===== src/rtl/alu_core.sv =====
// Two-stage registered 3-bit ALU: stage 1 captures all inputs, stage 2 computes
// the 6-bit result and the blinking invalid-operation LED pattern.
module alu_core #(
  parameter string INPUT_PRIORITY = "A",
  parameter string FULL_ADDER     = "ON"
) (
  input  logic        clk,
  input  logic        rst,
  input  logic [2:0]  A,
  input  logic [2:0]  B,
  input  logic [2:0]  opcode,
  input  logic        cin,
  input  logic        serial_in,
  input  logic        direction,
  input  logic        red_op_A,
  input  logic        red_op_B,
  input  logic        bypass_A,
  input  logic        bypass_B,
  output logic [5:0]  out,
  output logic [15:0] leds
);

  typedef enum logic [2:0] {
    OP_AND    = 3'd0,
    OP_XOR    = 3'd1,
    OP_ADD    = 3'd2,
    OP_MUL    = 3'd3,
    OP_SHIFT  = 3'd4,
    OP_ROTATE = 3'd5,
    OP_INV6   = 3'd6,
    OP_INV7   = 3'd7
  } opcode_e;

  localparam bit PRIO_A  = (INPUT_PRIORITY == "A");
  localparam bit FULL_ON = (FULL_ADDER == "ON");

  logic [2:0] a_r, b_r;
  opcode_e    op_r;
  logic       cin_r, serial_in_r, direction_r;
  logic       red_a_r, red_b_r, bypass_a_r, bypass_b_r;

  logic [5:0]  out_next;
  logic [15:0] leds_next;
  logic [2:0]  byp_operand;
  logic        use_red_a;
  logic        invalid;

  always_ff @(posedge clk or negedge rst) begin
    if (!rst) begin
      a_r         <= '0;
      b_r         <= '0;
      op_r        <= OP_AND;
      cin_r       <= 1'b0;
      serial_in_r <= 1'b0;
      direction_r <= 1'b0;
      red_a_r     <= 1'b0;
      red_b_r     <= 1'b0;
      bypass_a_r  <= 1'b0;
      bypass_b_r  <= 1'b0;
    end else begin
      a_r         <= A;
      b_r         <= B;
      op_r        <= opcode_e'(opcode);
      cin_r       <= cin;
      serial_in_r <= serial_in;
      direction_r <= direction;
      red_a_r     <= red_op_A;
      red_b_r     <= red_op_B;
      bypass_a_r  <= bypass_A;
      bypass_b_r  <= bypass_B;
    end
  end

  // When both flags of a pair are set, INPUT_PRIORITY picks the operand.
  always_comb begin
    byp_operand = '0;
    if (bypass_a_r && bypass_b_r) byp_operand = PRIO_A ? a_r : b_r;
    else if (bypass_a_r)          byp_operand = a_r;
    else                          byp_operand = b_r;

    use_red_a = red_a_r && (!red_b_r || PRIO_A);

    invalid = (op_r == OP_INV6) || (op_r == OP_INV7) ||
              ((red_a_r || red_b_r) && (op_r != OP_AND) && (op_r != OP_XOR));
  end

  always_comb begin
    out_next  = out;
    leds_next = '0;
    if (bypass_a_r || bypass_b_r) begin
      out_next = {3'b000, byp_operand};
    end else if (invalid) begin
      out_next  = '0;
      leds_next = ~leds;
    end else begin
      case (op_r)
        OP_AND: begin
          if (red_a_r || red_b_r) out_next = {5'b0, use_red_a ? &a_r : &b_r};
          else                    out_next = {3'b000, a_r & b_r};
        end
        OP_XOR: begin
          if (red_a_r || red_b_r) out_next = {5'b0, use_red_a ? ^a_r : ^b_r};
          else                    out_next = {3'b000, a_r ^ b_r};
        end
        OP_ADD:
          out_next = {3'b000, a_r} + {3'b000, b_r} + {5'b0, cin_r & FULL_ON};
        OP_MUL:
          out_next = {3'b000, a_r} * {3'b000, b_r};
        OP_SHIFT:
          out_next = direction_r ? {out[4:0], serial_in_r} : {serial_in_r, out[5:1]};
        OP_ROTATE:
          out_next = direction_r ? {out[4:0], out[5]} : {out[0], out[5:1]};
        default:
          out_next = out;
      endcase
    end
  end

  always_ff @(posedge clk or negedge rst) begin
    if (!rst) begin
      out  <= '0;
      leds <= '0;
    end else begin
      out  <= out_next;
      leds <= leds_next;
    end
  end

endmodule


===== config.mk =====
export PLATFORM = sky130hd
export DESIGN_NAME = alu_core
export DESIGN_NICKNAME = d
export VERILOG_FILES = /design/src/rtl/alu_core.sv
export SDC_FILE = /design/constraint.sdc
export NUM_CORES = 1
export LEC_CHECK = 0
export BUFFER_PORTS_ARGS = -buffer_cell sky130_fd_sc_hd__buf_4
export CAP_MARGIN = 40
export CORE_MARGIN = 8
export CORE_UTILIZATION = 40
export DETAILED_ROUTE_END_ITERATION = 16
export PLACE_DENSITY_LB_ADDON = 0.08
export SLEW_MARGIN = 15
export SYNTH_ARGS = -nofsm -noshare
export SYNTH_HDL_FRONTEND = slang
export SYNTH_SLANG_ARGS = --single-unit
export TNS_END_PERCENT = 50

===== constraint.sdc =====
create_clock -name clk -period 2.1 [get_ports clk]
set_clock_uncertainty 0.05 [all_clocks]
set_input_delay 0.42 -clock clk [delete_from_list [all_inputs] [get_ports clk]]
set_output_delay 0.42 -clock clk [all_outputs]
set_load 0.02 [all_outputs]

==> impl_results.md, run 1 <==
* Final HPWL DP at 3090 um
* Largest family of logic cells by synthesized area: compound AO/OA/AOI/OAI gates
* Routed len/inst at 15.1 um
* Hold Vio Cnt, Final at 0
* Register area share after synthesis at 52.1%
* Simple-Gate Fraction of Synth Area at 12.5%
* I/O Buffers at 39
* Max transition margin at 68.1%
* Area of the multi-input gates at 833 sq um
* Max capacitance violation total at 0
* Final Setup Violations at 0
* Num ports at 40
* Drc violations at 0
* H-tree depth at 2
* RSZ-0062 raised after global routing: true
* DR iter-0 viols at 81
* FF+latch area at 952 sq um
* Leakage power at 1.19 nW
* Worst path arrival time at 2.26 ns
* DRT antenna net count at 0
* Crit Path Category: flop to flop
* Diode count at 0
* Final Max Slew Viols at 0
* Syn avg cell area at 11.3 sq um
* First-pass GRT wire length at 6710 um
* Cell Rows at 24
* Cell class contributing the biggest share of worst-path delay: adder cells
* GRT Overall Usage at 11.7%
* R2R depth at 8
* Fin util at 53.9%
* Placer Congestion at 0.886
* Final Cycle Share at 99.3%
* Pre-antenna DRT Iters at 4
* CP startpoint kind: flop
* Crit path capture type: flop
* Die W at 83.6 um
* Via count at 1356
* Number of enable flip-flop cells after synthesis at 0
* TritonCTS clock tree: done
* Detailed Route WL at 3980 um
* Complex-gate fraction of the synthesized area at 14.3%
* Vias in the first global route at 1477
* Clk pin slew, worst setup/hold paths at 0.08 ns
* Skew-Pair Late Insertion Delay at 0.29 ns
* Die ar. at 6980 sq um
* Gate Count Post-Synth at 162
* Starting density of the core at 41.6%
* Synth async-reset ratio at 100%
* Number of synthesized register bits at 38
* Initial antenna violation count at 0
* Fmax at 480 MHz
* Worst path slowest cell: fa_2
* Dominant cell type by area after synthesis: dfrtp_1
* Finished Layout Cells at 263
* Clock buffer depth at 2
* Synthesis-to-finish area growth at 29.5%
* Mapped Nets at 195
* Worst-Margin Slew at 0.478 ns
* Synth top area cells: dfrtp_1 52%, ha_1 8.2%, nor2_1 4.7%
* Core region area at 4380 sq um
* Mux cell area share after synthesis at 3.36%
* Cell chain of the critical path: ha_2 -> xnor2_2 -> ha_1 -> ha_2 -> fa_2 -> nand2_1 -> o21ai_1 -> a21o_1
* R2R Path End: out[3]
* DIE HEIGHT at 83.6 um
* Layout cells sized above 1 at 32.2%
* Largest net degree at the start of global routing at 39
* Netlist Area Pre-Place at 1830 sq um
* Yosys cell types at 41
* CTS root buf: clkbuf_8
* Syn. warnings at 0
* Reg2Reg Setup Slack at 0.01 ns
* Adder-cell share of the synthesized area at 11.5%
* CP dominant cell by count: ha_2
* Buf/Inv on CP at 0
* Status: complete, no violations
* XOR/XNOR Fraction of Synth Area at 2.40%
* Biggest cell delay along the critical path at 0.52 ns
* Top-count cell post-synth: dfrtp_1
* Inserted Clock Buffers at 5
* Post-synth top cells: 38 x dfrtp_1, 23 x nor2_1, 12 x ha_1
* Dpl cells at 254
* Gr ovfl total at 0
* Main flop type after synthesis: dfrtp_1
* Min-Delay Path Class: input pin to asynchronous set/reset pin
* Crit path max fanout at 2
* CTS Sinks at 38
* Fill cells at 409
* Crit path time final at 2.09 ns
* Yosys top cell area share at 52.1%
* NumNets Final at 243
* Launch point of the worst reg-to-reg path: b_r[1]
* Worst IR Drop VDD at 0.407 mV
* Worst path required time at 2.28 ns
* Power Density at 763 nW/um^2
* Via density at 5.16
## stage by stage
| stage | instance area [sq um] | total power, W | TNS [ns] | hold WS, ns | worst slack, ns |
|---|---|---|---|---|---|
| final | 2360 | 0.00180 | 0 | 0.0263 | 0.0147 |
| after global routing | 2360 | 0.00188 | -0.131 | 0.0700 | -0.0746 |
| after CTS | 2350 | 0.00183 | -0.00681 | 0.0442 | -0.00681 |
| after detailed placement | 2190 | 0.00109 | -0.151 | 0.366 | -0.0699 |
| after global placement | 2190 | 0.00108 | -0.0358 | 0.355 | -0.0358 |
| after floorplan | 1830 | 0.000971 | 0 | 0.0744 | 0.00924 |
## layer usage
metal / track usage (%) / wire length (um)
met1: 12.7 / 1730
met2: 20.1 / 1990
met3: 4.59 / 230
met4: 4.40 / 27
met5: 0 / 0
## report_power, final
part / switching [W] / internal, W
Combinational: 0.000137 / 0.000128
Sequential: 0.0000413 / 0.000769
Clock: 0.000253 / 0.000476
## worst max path at each step
stage | cells after the start | slack, ns | end | start
2_1_floorplan | 8 | 0.009 | out[4] | a_r[1]
3_3_place_gp | 6 | -0.04 | out[1] | a_r[0]
3_5_place_dp | 8 | -0.07 | out[3] | a_r[1]
4_1_cts | 8 | -0.007 | out[3] | b_r[1]
5_1_grt | 8 | -0.07 | out[3] | b_r[1]
6_report | 8 | 0.01 | out[3] | b_r[1]
## cells by family after synthesis
group	after synthesis
simple gates	49
compound gates	37
flops	38
fa+ha+maj	15
mux	6
xor+xnor	5
buf+inv	12
## layout make-up
class | count | share of cell area (%)
well taps | 52 | 2.75
clock inverters | 3 | 2.91
flip-flops and latches | 38 | 40.3
clock buffers | 5 | 2.91
multi-input cells | 112 | 35.3
inverters | 6 | 0.953
repair buffers | 47 | 14.9
## cell usage in the layout (no fill, tap or decap), types with 2 or more instances in the layout
master / instances
a211o_1: 2
a211oi_1: 2
a21o_1: 4
a21oi_1: 10
and2_1: 6
buf_4: 47
bufinv_16: 2
clkbuf_8: 5
dfrtp_1: 37
fa_2: 2
ha_1: 10
ha_2: 2
inv_1: 6
mux2i_1: 5
nand2_1: 7
nand2b_1: 2
nor2_1: 23
nor2b_1: 3
nor3_1: 4
o21ai_0: 2
o21ai_1: 2
o31ai_1: 2
xnor2_1: 3
## worst register-to-register path, delay by kind of cell, from the launching register on
family | cells | cell delay (ns)
AOI/OAI and AO/OA | 2 | 0.21
and+or+nand+nor | 1 | 0.04
DFF | 1 | 0.38
xor gates and xnor gates | 1 | 0.13
adders and majority gates | 4 | 1.21
## state kept, by name, indices dropped and copies added, names as in the netlist
name         cells
op_r             3
bypass_b_r       1
serial_in_r      1
leds            16
red_b_r          1
direction_r      1
b_r              3
a_r              3
out              6
bypass_a_r       1
cin_r            1
red_a_r          1
## timing repair
action	in CTS	in global routing
resized for setup	5	3
hold buffers	0	0
pin swaps	2	3
setup endpoints to repair	3	4
buffers inserted	1	0
No activity file was read; power rests on OpenSTA's default activity.
==> inputs of run 2 (changes only) <==
Settings changed: CELL_PAD_IN_SITES_DETAIL_PLACEMENT from default to 0, CELL_PAD_IN_SITES_GLOBAL_PLACEMENT from default to 1, CORE_UTILIZATION 40 to 38.
==> run 2 against run 1 <==
Compared with the run above:
- die area grew 4.2%
- clock power up 2%
- first-iteration DRC count decreased by 8.6%
- sequential power barely moved
- design area is 2.5% higher
- critical path type unchanged
==> impl_results.md, run 2 (same netlist as run 1, synthesis figures left out) <==
* Worst path required time at 2.29 ns (about the same)
* Overall Power at 0.00184 W (+1.7%)
* Crit Path Category: flop to flop
* Max capacitance violation total at 0 (unchanged)
* Die W at 85.3 um (+2.1%)
* CP dominant cell by count: ha_4
* RSZ-0062 raised after global routing: true
* Biggest cell delay along the critical path at 0.53 ns (about the same)
* Power Density at 758 nW/um^2 (-0.73%)
* NumNets Final at 245 (+0.82%)
* Core region area at 4690 sq um (+7.0%)
* Layout cells sized above 1 at 34.3% (+2.0 points)
* Initial antenna violation count at 0 (unchanged)
* Worst path slowest cell: fa_2
* Crit path capture type: flop
* I/O Buffers at 39 (unchanged)
* Die ar. at 7280 sq um (+4.2%)
* Worst IR Drop VDD at 0.599 mV (+47%)
* Clk pin slew, worst setup/hold paths at 0.07 ns (about the same)
* Pre-antenna DRT Iters at 4 (unchanged)
* Final Cycle Share at 98.0% (-1.3 points)
* CP startpoint kind: flop
* DP Area at 2190 sq um (+0.11%)
* Drc violations at 0 (unchanged)
* Placer Congestion at 0.836 (-5.7%)
* Fmax at 486 MHz (+1.3%)
* Final setup margin at 0.0413 ns (+0.0267 ns)
* Crit path max fanout at 2 (unchanged)
* Routed len/inst at 16.4 um (+8.2%)
* Vias in the first global route at 1495 (+1.2%)
* DR iter-0 viols at 74 (-8.6%)
* Gr ovfl total at 0 (unchanged)
* Final Max Slew Viols at 0 (unchanged)
* CTS root buf: clkbuf_8
* Min-Delay Path Class: input pin to asynchronous set/reset pin
* DRT antenna net count at 0 (unchanged)
* Diode count at 0 (unchanged)
* Detailed Route WL at 4370 um (+9.8%)
* Largest Register: leds
* Synthesis-to-finish area growth at 32.7%
* Max transition margin at 66.9% (-1.2 points)
* Largest regs: leds x16, out x6
* Commonest non-fill, non-tap cell in the layout: buf_4
* Cell Rows at 25 (+4.2%)
* First-pass GRT wire length at 7220 um (+7.6%)
* Num ports at 40 (unchanged)
* Via density at 5.01 (-2.8%)
* Worst-Margin Slew at 0.496 ns (+0.0181 ns)
* H-tree depth at 2 (unchanged)
* Clock buffer depth at 2 (unchanged)
* Worst path arrival time at 2.24 ns (-0.02 ns)
* Via count at 1338 (-1.3%)
* Fin Hold WS at 0.0238 ns (-0.00245 ns)
* DIE HEIGHT at 85.3 um (+2.1%)
* TritonCTS clock tree: done
* Final HPWL DP at 3330 um (+8.0%)
* Leakage power at 1.21 nW (+1.2%)
* Skew-Pair Late Insertion Delay at 0.29 ns (about the same)
* Setup_tns at 0 ns (unchanged)
* Commonest non-fill, non-tap cells in the layout: 49 x buf_4, 37 x dfrtp_1, 23 x nor2_1, 10 x a21oi_1, 8 x ha_1
* Cell chain of the critical path: ha_2 -> xnor2_2 -> ha_4 -> ha_4 -> fa_2 -> nand2_1 -> o21ai_1 -> a21o_1
* Pre-CTS WS at -0.0640 ns (+0.00588 ns)
* Starting density of the core at 38.9% (-2.7 points)
* CTS Sinks at 38 (unchanged)
* Hold Vio Cnt, Final at 0 (unchanged)
* Final Setup Violations at 0 (unchanged)
* Crit path time final at 2.06 ns (-0.0267 ns)
* Largest net degree at the start of global routing at 39 (unchanged)
* Status: complete, no violations
* GRT Overall Usage at 12.7% (+0.96 points)
* Inserted Clock Buffers at 5 (unchanged)
* Largest register FFs at 16 (unchanged)
* Cell area after layout at 2420 sq um (+2.5%)
[run 2: per-layer routing]
layer	wire length [um]	vias to the layer above	GRT usage (%)
met4	54	0	5.41
met1	1990	648	15.1
met3	166	6	3.76
met5	0	-	0
li1	-	661	-
met2	2160	23	20.7
[run 2: through the flow]
stage                     utilization (%)  instances
final                                51.6        267
after global routing                 51.6        267
after CTS                            50.1        265
after detailed placement             46.8        256
after global placement               46.8        256
after floorplan                         -        162
[run 2: layout make-up]
| cell class | instances | area, sq um |
|---|---|---|
| timing repair buffer | 49 | 368 |
| clock buffer | 5 | 68.8 |
| tap | 54 | 67.6 |
| sequential | 38 | 952 |
| multi-input combinational | 112 | 875 |
| clock inverter | 3 | 68.8 |
| fill | 434 | 2270 |
| inverter | 6 | 22.5 |
[run 2: timing repair]
item                       CTS  global route
hold endpoints to repair     0             0
setup endpoints to repair    3             4
hold buffers                 0             0
cloned                       0             0
pin swaps                    3             7
gates resized for setup      4            10
buffers inserted             1             2
[run 2: path summary, 6_finish.rpt]
path / to / cells after the start / slack, ns / startpoint
max: out[3] / 8 / 0.04 / a_r[1]
min: bypass_a_r / 1 / 0.02 / rst
max reg2reg: out[3] / 8 / 0.04 / a_r[1]
min reg2reg: leds[13] / 1 / 0.38 / leds[13]
max in group asynchronous: b_r[2] / 1 / 1.63 / rst
min in group clk: op_r[2] / 1 / 0.18 / opcode[2]
[run 2: power by group]
group,internal [W],switching [W],total (W)
combinational,0.000138,0.000146,0.000284
sequential,0.000769,0.0000422,0.000811
clock,0.000476,0.000264,0.000740
[run 2: worst max-delay path, delay by kind of cell, from the launching register on]
family	cells	cell delay [ns]
DFF	1	0.39
adders and majority gates	4	1.13
and+or+nand+nor	1	0.04
xor gates and xnor gates	1	0.16
AOI/OAI and AO/OA	2	0.23
